==> config.mk <==
export PLATFORM = sky130hd
export DESIGN_NAME = seg7_rx
export DESIGN_NICKNAME = d
export VERILOG_FILES = /design/src/rtl/seg7_rx.sv
export SDC_FILE = /design/constraint.sdc
export NUM_CORES = 1
export LEC_CHECK = 0
export CORE_MARGIN = 1
export CORE_UTILIZATION = 50
export CTS_CLUSTER_DIAMETER = 150
export CTS_CLUSTER_SIZE = 30
export DETAILED_ROUTE_END_ITERATION = 8
export DONT_BUFFER_PORTS = 1
export GPL_TIMING_DRIVEN = 0
export PLACE_DENSITY = 0.66
export SLEW_MARGIN = 10
export SYNTH_ARGS = -nofsm -noshare
export SYNTH_HDL_FRONTEND = slang
export SYNTH_SLANG_ARGS = --single-unit
export TNS_END_PERCENT = 50
==> constraint.sdc <==
create_clock -name clk -period 3.12 [get_ports clk]
set_input_delay 0.936 -clock clk [delete_from_list [all_inputs] [get_ports clk]]
set_output_delay 0.936 -clock clk [all_outputs]
set_load 0.01 [all_outputs]
==> src/rtl/seg7_rx.sv <==
// Seven-segment pattern receiver: synchronizes, debounces and decodes a hex digit.
// Optional sequence checker compiled in with `define SEG7_RX_SEQ_CHECK_EN.
module seg7_rx #(
  parameter int STABLE_CYCLES = 4
) (
  input  logic       clk,
  input  logic       rst_n,
  input  logic [6:0] seg_in,
  output logic [3:0] digit,
  output logic       digit_valid,
  output logic       new_pulse,
  output logic       err_pulse,
  output logic [7:0] err_count,
  output logic       seq_err
);

  localparam logic [7:0] CNT_MAX = 8'(STABLE_CYCLES);
  localparam logic [7:0] CNT_ARM = 8'(STABLE_CYCLES - 1);

  // Returns {legal, digit}; anything outside the hex table is illegal.
  function automatic logic [4:0] seg_decode(input logic [6:0] pat);
    logic [4:0] r;
    r = 5'b0_0000;
    case (pat)
      7'h3F: r = 5'b1_0000;
      7'h06: r = 5'b1_0001;
      7'h5B: r = 5'b1_0010;
      7'h4F: r = 5'b1_0011;
      7'h66: r = 5'b1_0100;
      7'h6D: r = 5'b1_0101;
      7'h7D: r = 5'b1_0110;
      7'h07: r = 5'b1_0111;
      7'h7F: r = 5'b1_1000;
      7'h6F: r = 5'b1_1001;
      7'h77: r = 5'b1_1010;
      7'h7C: r = 5'b1_1011;
      7'h39: r = 5'b1_1100;
      7'h5E: r = 5'b1_1101;
      7'h79: r = 5'b1_1110;
      7'h71: r = 5'b1_1111;
      default: r = 5'b0_0000;
    endcase
    return r;
  endfunction

  function automatic logic [7:0] sat_inc8(input logic [7:0] v);
    return (v == 8'hFF) ? v : v + 8'd1;
  endfunction

  logic [6:0] seg_p0, seg_p1, seg_p2;
  logic [7:0] stab_cnt_p2;
  logic [6:0] last_pat;
  logic       same_p1;
  logic       accept_p2;
  logic [4:0] dec_p2;
  logic       legal_p2;
  logic [3:0] dec_digit_p2;

  always_comb begin
    same_p1      = (seg_p1 == seg_p2);
    accept_p2    = same_p1 && (stab_cnt_p2 >= CNT_ARM) && (seg_p2 != last_pat);
    dec_p2       = seg_decode(seg_p2);
    legal_p2     = dec_p2[4];
    dec_digit_p2 = dec_p2[3:0];
  end

  // Stage p0/p1: two-flop synchronizer; stage p2: previous sample and stability count
  always_ff @(posedge clk or negedge rst_n) begin
    if (!rst_n) begin
      seg_p0      <= 7'h00;
      seg_p1      <= 7'h00;
      seg_p2      <= 7'h00;
      stab_cnt_p2 <= 8'd0;
    end else begin
      seg_p0 <= seg_in;
      seg_p1 <= seg_p0;
      seg_p2 <= seg_p1;
      if (!same_p1)
        stab_cnt_p2 <= 8'd1;
      else if (stab_cnt_p2 < CNT_MAX)
        stab_cnt_p2 <= stab_cnt_p2 + 8'd1;
    end
  end

  // Output stage: acceptance updates digit/status and fires exactly one strobe
  always_ff @(posedge clk or negedge rst_n) begin
    if (!rst_n) begin
      last_pat    <= 7'h00;
      digit       <= 4'd0;
      digit_valid <= 1'b0;
      new_pulse   <= 1'b0;
      err_pulse   <= 1'b0;
      err_count   <= 8'd0;
    end else begin
      new_pulse <= accept_p2 && legal_p2;
      err_pulse <= accept_p2 && !legal_p2;
      if (accept_p2) begin
        last_pat <= seg_p2;
        if (legal_p2) begin
          digit       <= dec_digit_p2;
          digit_valid <= 1'b1;
        end else begin
          digit_valid <= 1'b0;
          err_count   <= sat_inc8(err_count);
        end
      end
    end
  end

`ifdef SEG7_RX_SEQ_CHECK_EN
  // The first legal digit after reset or after an illegal pattern only arms the check.
  logic seq_armed;

  always_ff @(posedge clk or negedge rst_n) begin
    if (!rst_n) begin
      seq_armed <= 1'b0;
      seq_err   <= 1'b0;
    end else begin
      seq_err <= accept_p2 && legal_p2 && seq_armed && (dec_digit_p2 != (digit + 4'd1));
      if (accept_p2)
        seq_armed <= legal_p2;
    end
  end
`else
  assign seq_err = 1'b0;
`endif

endmodule
* Word-level counts from Yosys, hierarchy flattened *
Index checks and enable logic that the tools add are counted.

storage, ports and cells
  register bits after elaboration = 51
  bits of input ports = 9
  output and inout bits = 16
  logic and storage cells = 47

operators by class
  add/subtract/negate cells = 2
  magnitude comparators = 2
  equality and inequality tests = 20
  multiplexer cells = 4
  bitwise gates (word level) = 2
  reductions and logical operators = 7

operators with widths
  operator               count
  $eq A7 B7 Y1 const B   12
  $pmux W5 S16           1
  $add A8 B1 Y8 const B  2
  $mux W8                2
  $eq A7 B3 Y1 const B   2
  $eq A7 B6 Y1 const B   2
  $eq A8 B8 Y1 const B   1
  $ge A8 B2 Y1 const B   1
  $lt A8 B3 Y1 const B   1
  $eq A7 B7 Y1           1
  $ne A7 B7 Y1           1
  $logic_and A1 B1 Y1    4
  $reduce_and A3 Y1      1
  $ne A2 B1 Y1 const B   1
  $not A1 Y1             2
  $reduce_and A2 Y1      1
  $logic_not A1 Y1       1
  $mux W1                1

* Logic depth before layout (Yosys ltp) *
Gate-level depths: netlist of run 1.

  depth after elaboration = 4
  depth in mapped cells = 8
  depth with buffers taken out = 6

* Worst setup path after synthesis of run 1 *
OpenSTA, ideal clock, no wires.

  path type = register -> register
  from = register seg_p2[0]
  to = register err_count[1]
  setup time = 0.128 ns
  arrival = 1.881 ns
  setup slack = 1.111 ns
  stages on the path, launching flop included = 8
  path buffers = 1
  period minus slack after synthesis = 2.009 ns
  cell sequence = dfrtp_1 buf_6 nor3b_1 and4_4 nor4_4 nand3_4 nor3_2 mux2_1

on the way
  word-level cells in the longest chain between the ends = 4

RTL lines
  item                                                         RTL line  source
  from (decl)                                                  50        logic [6:0] seg_p0, seg_p1, seg_p2;
  from (signal assigned)                                       77        seg_p2 <= seg_p1;
  $eq A7 B7 Y1, or another cell as far along                   24        case (pat)
  $pmux W5 S16 or $logic_and A1 B1 Y1 (tied branches)          24, 61
  $not A1 Y1 (no line) or $logic_and A1 B1 Y1 (tied branches)  -
  $reduce_and A3 Y1 (no line) (*)                              -
  to (signal assigned)                                         104       err_count <= sat_inc8(err_count);
  to (decl)                                                    13        output logic [7:0] err_count,

Every way passes the cells marked *; elsewhere a longest branch is shown, timed or not.
A chain may end at the register's enable or synchronous reset.

* Final worst setup path of run 1 *
  from = register seg_p2[4]
  to = register err_count[1]

The elaborated chain is that of the path after synthesis.

==> results.tsv, run 1 <==
metric	value	unit
number of I/O pins	25	
Post-CTS Setup Bufs	0	
Area growth syn-to-layout	7.42	%
Post-synth EDFFs	0	
initial antenna violation count	0	
ys flop type	dfrtp_1	
routed len/inst	15.1	um
Synth warnings	0	
final period utilization	72.3	%
synth top area cells	dfrtp_1, xor2_1, xnor2_1	
Worst EP arrival	2440	ps
global-route wire length before repair	7170	um
CTS Root Cell	clkbuf_8	
Netlist cell types	55	
hold crit path type	primary input to async pin	
Post-Syn Area	0.00246	sq mm
Clock Latency Late Sink	300	ps
share of cells above drive strength 1	23.2	%
Power Density	434	mW/mm^2
post-synth top area cell	dfrtp_1	
CTS sink cnt	51	
#FFs+latches synth	51	
Slew Viols, Final	0	
run status	finished, final reports clean	
CP Buf/Inv Count	2	
Avg Vias per Cell	5.68	
Int Pwr	0.888	mW
clock power share	33.5	%
CP Class	register to register	
Critical Path RT	3310	ps
Least-Margin Pin Slew	573	ps
Switch Pwr	0.259	mW
sequential share of the synthesized area	51.9	%
Die Span Y	72.2	um
final hold vios	0	
Max-cap violations	0	
final core utilization	56.0	%
top-area cell type share of the netlist area	51.9	%
Gate power share	7.1	%
CP max-delay cell	dfrtp_1	
CP most frequent cell	buf_2	
clock transition at the registers of the reported paths	90	ps
crit path time final	2260	ps
largest net degree at the start of global routing	52	
pre-CTS setup slack	842	ps
gp weighted congestion	0.804	
Post-Synthesis Net Count	214	
core area	0.00472	sq mm
Iter 0 DRT Violations	132	
switch share	22.6	%
vias in the first global route	1598	
Lkg Pwr	1.19	nW
Slew headroom	61.2	%
Max Buffers Root-to-Sink	2	
die width	72.2	um
setup TNS	0	ps
final setup vio count	0	
CTS tree	built	
DRT Wirelength	4210	um
Setup WS post-layout	863	ps
H-tree depth	2	
ANT nets after route	0	
Critical Path End Type	register	
GRT Util Overall	18.1	%
die area	0.00521	sq mm
Overflow after GRT	0	
CP Cell Sequence	buf_2 > buf_2 > nand4b_1 > a21oi_1 > a31oi_1 > nand3_4 > nor3_2 > mux2_1	
TritonCTS buffer count	5	
PortBufs	0	
RSZ-0062 raised after global routing	no	
syn_area_per_cell	12.1	sq um
nets	221	
largest stage delay on the critical path	410	ps
CP max FO	10	
count leader, synth	dfrtp_1	
Detailed Routing Iterations Pass 1	4	
power share of the sequential group	59.4	%
Rows	25	
DP Wirelength	3010	um
Post-synth top cells	dfrtp_1, xor2_1	
DRC	0	
fmax	443	MHz
Critical Path Source Type	register	
clk_skew	6.24	ps
via count	1578	
# diodes	0	
CTS Hold Bufs	0	
Synth async-reset ratio	100	%
Crit path max-delay family	simple AND/OR/NAND/NOR gates	
cell count after synthesis	203	
Initial Util	52.1	%
peak supply drop	387	uV
post-CTS resize count	0	
-- path summary, 6_finish.rpt --
kind,depth (start not counted),slack [ps],to,from
hold / removal,0,330,last_pat[6],rst_n
setup / recovery,8,860,err_count[1],seg_p2[4]
min in group clk,0,350,seg_p1[3],seg_p0[3]
setup reg to reg,8,860,err_count[1],seg_p2[4]
max in group asynchronous,0,2690,seg_p1[4],rst_n
hold reg to reg,0,350,seg_p1[3],seg_p0[3]
-- final cells by class --
type	count	area [sq um]
clock buffer	6	82.6
multi-input combinational	134	1080
clock inverter	2	16.3
inverter	2	7.51
tap	67	83.8
buffer	16	95.1
fill	400	2080
sequential	51	1280
-- per-stage QoR --
stage	cells	total power, mW	instance area, sq um	hold WS (ps)
floorplan	203	0.759	2460	331
global placement	270	0.772	2540	334
detailed placement	270	0.776	2540	336
CTS	278	1.16	2640	315
global route	278	1.20	2640	292
finish	278	1.15	2640	327
-- power groups by stage --
stage               logic [mW]  clock network [mW]  registers [mW]
floorplan               0.0654                   0           0.694
global placement        0.0767                   0           0.695
detailed placement      0.0801                   0           0.696
CTS                     0.0804               0.399           0.682
global route            0.0888               0.432           0.684
finish                  0.0812               0.384           0.682
-- flip-flops by register name, summed over array words and instances (netlist names) --
signal	cells
err_count	8
err_pulse	1
last_pat	7
digit	4
digit_valid	1
seg_p1	7
new_pulse	1
stab_cnt_p2	8
seg_p0	7
seg_p2	7
-- cells by family after synthesis --
group / share of synthesized area (%)
flops: 51.9
mux: 7.22
simple gates: 22.3
fa+ha+maj: 1.02
other cells: 0.152
xor+xnor: 7.47
buf+inv: 4.17
compound gates: 5.80
-- cell usage in the layout, fill, tap and decap left out, drive strengths merged, types with 6 or more instances in the layout --
cell / instances
clkbuf: 7
xor2: 11
nand2: 11
dfrtp: 51
nand4: 6
and2: 6
nand3: 11
buf: 15
nor2: 10
mux2: 13
xnor2: 10
-- metal layers --
layer | vias to the layer above | global-route usage, % | part of all wire, %
met3 | 9 | 6.25 | 4.6
li1 | 736 | - | -
met5 | - | 0 | 0
met4 | 0 | 5.01 | 1.1
met2 | 53 | 31.5 | 52
met1 | 780 | 21.4 | 42
Power figures use the tool's default switching activity.
==> run 2: changes to the inputs <==
- clock period: 3.12 -> 2.2 ns (I/O delays scaled with it)
==> run 2 against run 1 <==
Setup slack worse by 810 ps. Largest power group unchanged. Global-route usage down 0.055 points. Maximum frequency up 5.1%. Flip-flop and latch count unchanged. Die area unchanged. Utilization up 4.9 points. Critical path type unchanged.
==> results.tsv, run 2 (same netlist as run 1, synthesis figures left out) <==
metric	value	unit	change
Critical Path End Type	register		
largest stage delay on the critical path	420	ps	about the same
die area	0.00521	sq mm	unchanged
Max-cap violations	0		unchanged
initial antenna violation count	0		unchanged
Non-Filler Instances	290		+4.3%
# diodes	0		unchanged
CP Cell Sequence	buf_6 > o211ai_1 > a21oi_2 > nor4_4 > nand3_4 > nor3_4 > mux2_4		
Area growth syn-to-layout	16.9	%	
Avg Vias per Cell	5.48		-3.5%
global-route wire length before repair	7140	um	-0.39%
Least-Margin Pin Slew	513	ps	-60.8 ps
final setup vio count	0		unchanged
CTS sink cnt	51		unchanged
Clock Latency Late Sink	300	ps	about the same
CTS tree	built		
Lkg Pwr	1.28	nW	+8.0%
Rows	25		unchanged
run status	finished, final reports clean		
gp weighted congestion	0.804		unchanged
CP Buf/Inv Count	1		-1
Slew headroom	65.8	%	+4.5 points
CP max-delay cell	dfrtp_1		
Critical Path Source Type	register		
clk_skew	7.04	ps	+0.796 ps
DRT Wirelength	4400	um	+4.4%
Overflow after GRT	0		unchanged
Iter 0 DRT Violations	129		-2.3%
Power Density	577	mW/mm^2	+33%
Worst EP arrival	2330	ps	-110 ps
clock transition at the registers of the reported paths	90	ps	about the same
Initial Util	52.1	%	unchanged
core area	0.00472	sq mm	unchanged
Levels on crit path	7		-1
Detailed Routing Iterations Pass 1	4		unchanged
CTS Root Cell	clkbuf_8		
GRT Util Overall	18.1	%	-0.055 points
Die Span Y	72.2	um	unchanged
worst reg-to-reg path cell count	7		-1
largest net degree at the start of global routing	52		unchanged
Fillers	379		-5.3%
PortBufs	0		unchanged
most common cell after layout, fill and taps aside	dfrtp_1		
routed len/inst	15.2	um	+0.12%
Slew Viols, Final	0		unchanged
Largest regs	err_count x8, stab_cnt_p2 x8		
crit path time final	2150	ps	-110 ps
RSZ-0062 raised after global routing	yes		
CP Class	register to register		
final period utilization	97.6	%	+25 points
TritonCTS buffer count	5		unchanged
share of cells above drive strength 1	32.7	%	+9.5 points
most frequent cells in the layout	dfrtp_1, buf_4, xor2_1		
CP max FO	9		-1
Power, Total	1.66	mW	+45%
nets	233		+5.4%
Critical Path RT	2390	ps	-920 ps
DP Wirelength	3010	um	unchanged
area of the multi-input gates	0.00118	sq mm	+8.9%
H-tree depth	2		unchanged
via count	1589		+0.70%
hold crit path type	primary input to async pin		
Crit path max-delay family	simple AND/OR/NAND/NOR gates		
peak supply drop	557	uV	+44%
Max Buffers Root-to-Sink	2		unchanged
DRC	0		unchanged
fmax	466	MHz	+5.1%
placed cell count	270		unchanged
ANT nets after route	0		unchanged
Reg area	0.00128	sq mm	unchanged
die width	72.2	um	unchanged
vias in the first global route	1599		+0.063%
final hold vios	0		unchanged
number of I/O pins	25		unchanged
[run 2: final timing paths]
| path | from | end | slack, ps |
|---|---|---|---|
| setup / recovery | seg_p2[4] | err_count[1] | 50 |
| hold / removal | rst_n | err_count[3] | 50 |
| setup reg to reg | seg_p2[4] | err_count[1] | 50 |
| hold reg to reg | seg_p0[6] | seg_p1[6] | 360 |
| max in group asynchronous | rst_n | seg_p2[1] | 2060 |
| min in group clk | seg_p0[6] | seg_p1[6] | 360 |
[run 2: through the flow]
stage	hold slack [ps]	util [%]	setup slack [ps]	cell area [sq um]	setup TNS, ps
after floorplan	331	-	191	2460	0
after global placement	334	53.9	-23.1	2540	-23.1
after detailed placement	336	53.9	-78.1	2540	-125
after CTS	39.0	56.6	10.2	2670	0
after global routing	15.2	60.9	-35.9	2880	-92.4
final	52.0	60.9	53.5	2880	0
[run 2: worst reg2reg max path: cells and delay by family (launching register included)]
| family | cells | cell delay [ps] |
|---|---|---|
| AOI/OAI and AO/OA | 2 | 330 |
| buffers and inverters | 1 | 150 |
| muxes | 1 | 320 |
| DFF | 1 | 420 |
| and+or+nand+nor | 3 | 810 |
[run 2: layer usage]
metal  global-route usage [%]  vias up  wire length (um)  share of wire (%)
li1                         -      765                 -                  -
met1                     21.1      776              1860                 42
met2                     31.3       44              2310                 53
met3                     6.53        4               188                4.3
met4                     5.23        0                32               0.73
met5                        0        -                 0                  0
[run 2: where the power goes]
group          internal [mW]  total, mW  switching (mW)
Clock                  0.257      0.547           0.290
Combinational         0.0655      0.144          0.0785
Sequential             0.957      0.968          0.0110
[run 2: area by class of cell]
cell class | count | area share [%]
Buffer | 16 | 4.65
Timing Repair Buffer | 12 | 3.39
Tap cell | 67 | 2.91
Clock inverter | 2 | 0.565
Sequential cell | 51 | 44.4
Multi-Input combinational cell | 134 | 41.0
Inverter | 2 | 0.261
Clock buffer | 6 | 2.87
[run 2: timing repair]
item | in CTS | in global routing
hold buffers | 0 | 0
endpoints found under the hold margin | 0 | 0
resized for setup | 4 | 33
pin swaps | 0 | 8
gates cloned | 0 | 0
setup buffers | 1 | 11
setup endpoints to repair | 6 | 8
==> run 3: changes to the inputs <==
- CORE_UTILIZATION: 50 -> 62
- PLACE_DENSITY: 0.66 -> 0.79
==> run 3 against run 2 <==
Clock skew fell by 0.54 ps. Utilization is 14 points higher. Critical path depth unchanged. Global-route usage rose by 6.4 points. Critical path type unchanged. Largest power group unchanged.
==> results.tsv, run 3 (same netlist as run 1, synthesis figures left out) <==
metric	value	unit	change
global-route wire length before repair	7640	um	+7.0%
Fillers	257		-32%
final hold vios	0		unchanged
final instance area	0.00282	sq mm	-2.0%
CTS sink cnt	51		unchanged
largest stage delay on the critical path	420	ps	about the same
die area	0.00423	sq mm	-19%
run status	finished, final reports clean		
Power, Total	1.75	mW	+5.3%
Setup WS post-layout	43.8	ps	-9.71 ps
Critical Path Source Type	register		
clk_skew	6.50	ps	-0.539 ps
Area growth syn-to-layout	14.6	%	
CTS tree	built		
Worst EP arrival	2340	ps	about the same
hold crit path type	primary input to async pin		
routed len/inst	17.9	um	+18%
Max-cap violations	0		unchanged
core area	0.00374	sq mm	-21%
most common cell after layout, fill and taps aside	dfrtp_1		
Slew Viols, Final	0		unchanged
Post-DP Area	0.00252	sq mm	-0.93%
die width	65.0	um	-9.9%
fmax	464	MHz	-0.45%
clock transition at the registers of the reported paths	90	ps	about the same
Die Span Y	65.0	um	-9.9%
Initial Util	65.7	%	+14 points
CTS Root Cell	clkbuf_8		
Power Density	619	mW/mm^2	+7.4%
number of I/O pins	25		unchanged
final setup vio count	0		unchanged
# diodes	0		unchanged
CP Cell Sequence	buf_6 > o211ai_1 > a21oi_2 > nor4_4 > nand3_4 > nor3_4 > mux2_4		
final core utilization	75.3	%	+14 points
Clock Latency Late Sink	290	ps	about the same
Critical Path RT	2380	ps	about the same
GRT Util Overall	24.5	%	+6.4 points
largest net degree at the start of global routing	52		unchanged
Lkg Pwr	1.26	nW	-1.5%
nets	227		-2.6%
DRC	0		unchanged
DP Wirelength	3130	um	+4.1%
TritonCTS buffer count	5		unchanged
final period utilization	98.0	%	+0.44 points
vias in the first global route	1623		+1.5%
CP Class	register to register		
peak supply drop	539	uV	-3.2%
Avg Vias per Cell	6.10		+11%
ANT nets after route	0		unchanged
setup TNS	0	ps	unchanged
Largest regs	err_count x8, stab_cnt_p2 x8		
Overflow after GRT	0		unchanged
Max Buffers Root-to-Sink	2		unchanged
H-tree depth	2		unchanged
Rows	22		-12%
Detailed Routing Iterations Pass 1	4		unchanged
Iter 0 DRT Violations	76		-41%
share of cells above drive strength 1	31.3	%	-1.4 points
CP max-delay cell	dfrtp_1		
RSZ-0062 raised after global routing	yes		
pre-CTS setup slack	-93.5	ps	-15.5 ps
Critical Path End Type	register		
CP max FO	9		unchanged
CTS Hold Bufs	0		unchanged
gp weighted congestion	0.817		+1.7%
crit path time final	2160	ps	+9.71 ps
DRT Wirelength	4730	um	+7.6%
most frequent cells in the layout	dfrtp_1, xor2_1, nand2_1		
initial antenna violation count	0		unchanged
PortBufs	0		unchanged
via count	1616		+1.7%
-- run 3: changes by cell type in the layout (fill, tap and decap cells not counted), sizes merged --
cell      delta
buf          -6
bufinv       +1
clkbuf       -1
clkinv       +1
clkinvlp     -1
-- run 3: layout make-up --
cell class	count	area (sq um)	share of cell area [%]
Clock buffer	5	68.8	2.44
Buffer	15	131	4.66
Tap cell	48	60.1	2.13
Sequential cell	51	1280	45.3
Clock inverter	3	43.8	1.55
Inverter	2	7.51	0.266
Multi-Input combinational cell	134	1170	41.7
Timing Repair Buffer	7	56.3	2.00
-- run 3: per-stage QoR --
step                      hold WS [ps]  std cells
after global routing              30.1        265
after floorplan                    331        203
after detailed placement           337        251
after global placement             333        251
after CTS                         35.2        259
final                             47.8        265
-- run 3: worst paths after layout --
check | from | to | slack, ps | cells after the start
max | seg_p2[4] | err_count[1] | 40 | 7
max in group asynchronous | rst_n | seg_p2[2] | 2060 | 0
min reg2reg | seg_p0[1] | seg_p1[1] | 350 | 0
min in group clk | seg_p0[1] | seg_p1[1] | 350 | 0
min | rst_n | seg_p2[3] | 50 | 0
max reg2reg | seg_p2[4] | err_count[1] | 40 | 7
-- run 3: what timing repair did --
action,in CTS,in global routing
gates resized for setup,4,31
endpoints found under the setup margin,6,11
endpoints found under the hold margin,0,0
pin swaps,1,5
buffers inserted,0,7
-- run 3: worst max-delay path, delay by kind of cell (launching register included) --
| family | cells | cell delay [ps] |
|---|---|---|
| muxes | 1 | 320 |
| AOI/OAI and AO/OA | 2 | 350 |
| and+or+nand+nor | 3 | 800 |
| buffers and inverters | 1 | 150 |
| DFF | 1 | 420 |
-- run 3: metal layers --
layer	routed length (um)	part of all wire [%]	GRT usage, %
met5	0	0	0
met4	87	1.8	11.9
met3	158	3.3	4.05
met2	2380	50	39.8
met1	2110	45	31.7
-- run 3: report_power, final --
group	internal [mW]	total, mW	switching, mW
Sequential	0.958	0.971	0.0138
Clock	0.339	0.632	0.293
Combinational	0.0640	0.144	0.0795
Total	1.36	1.75	0.387
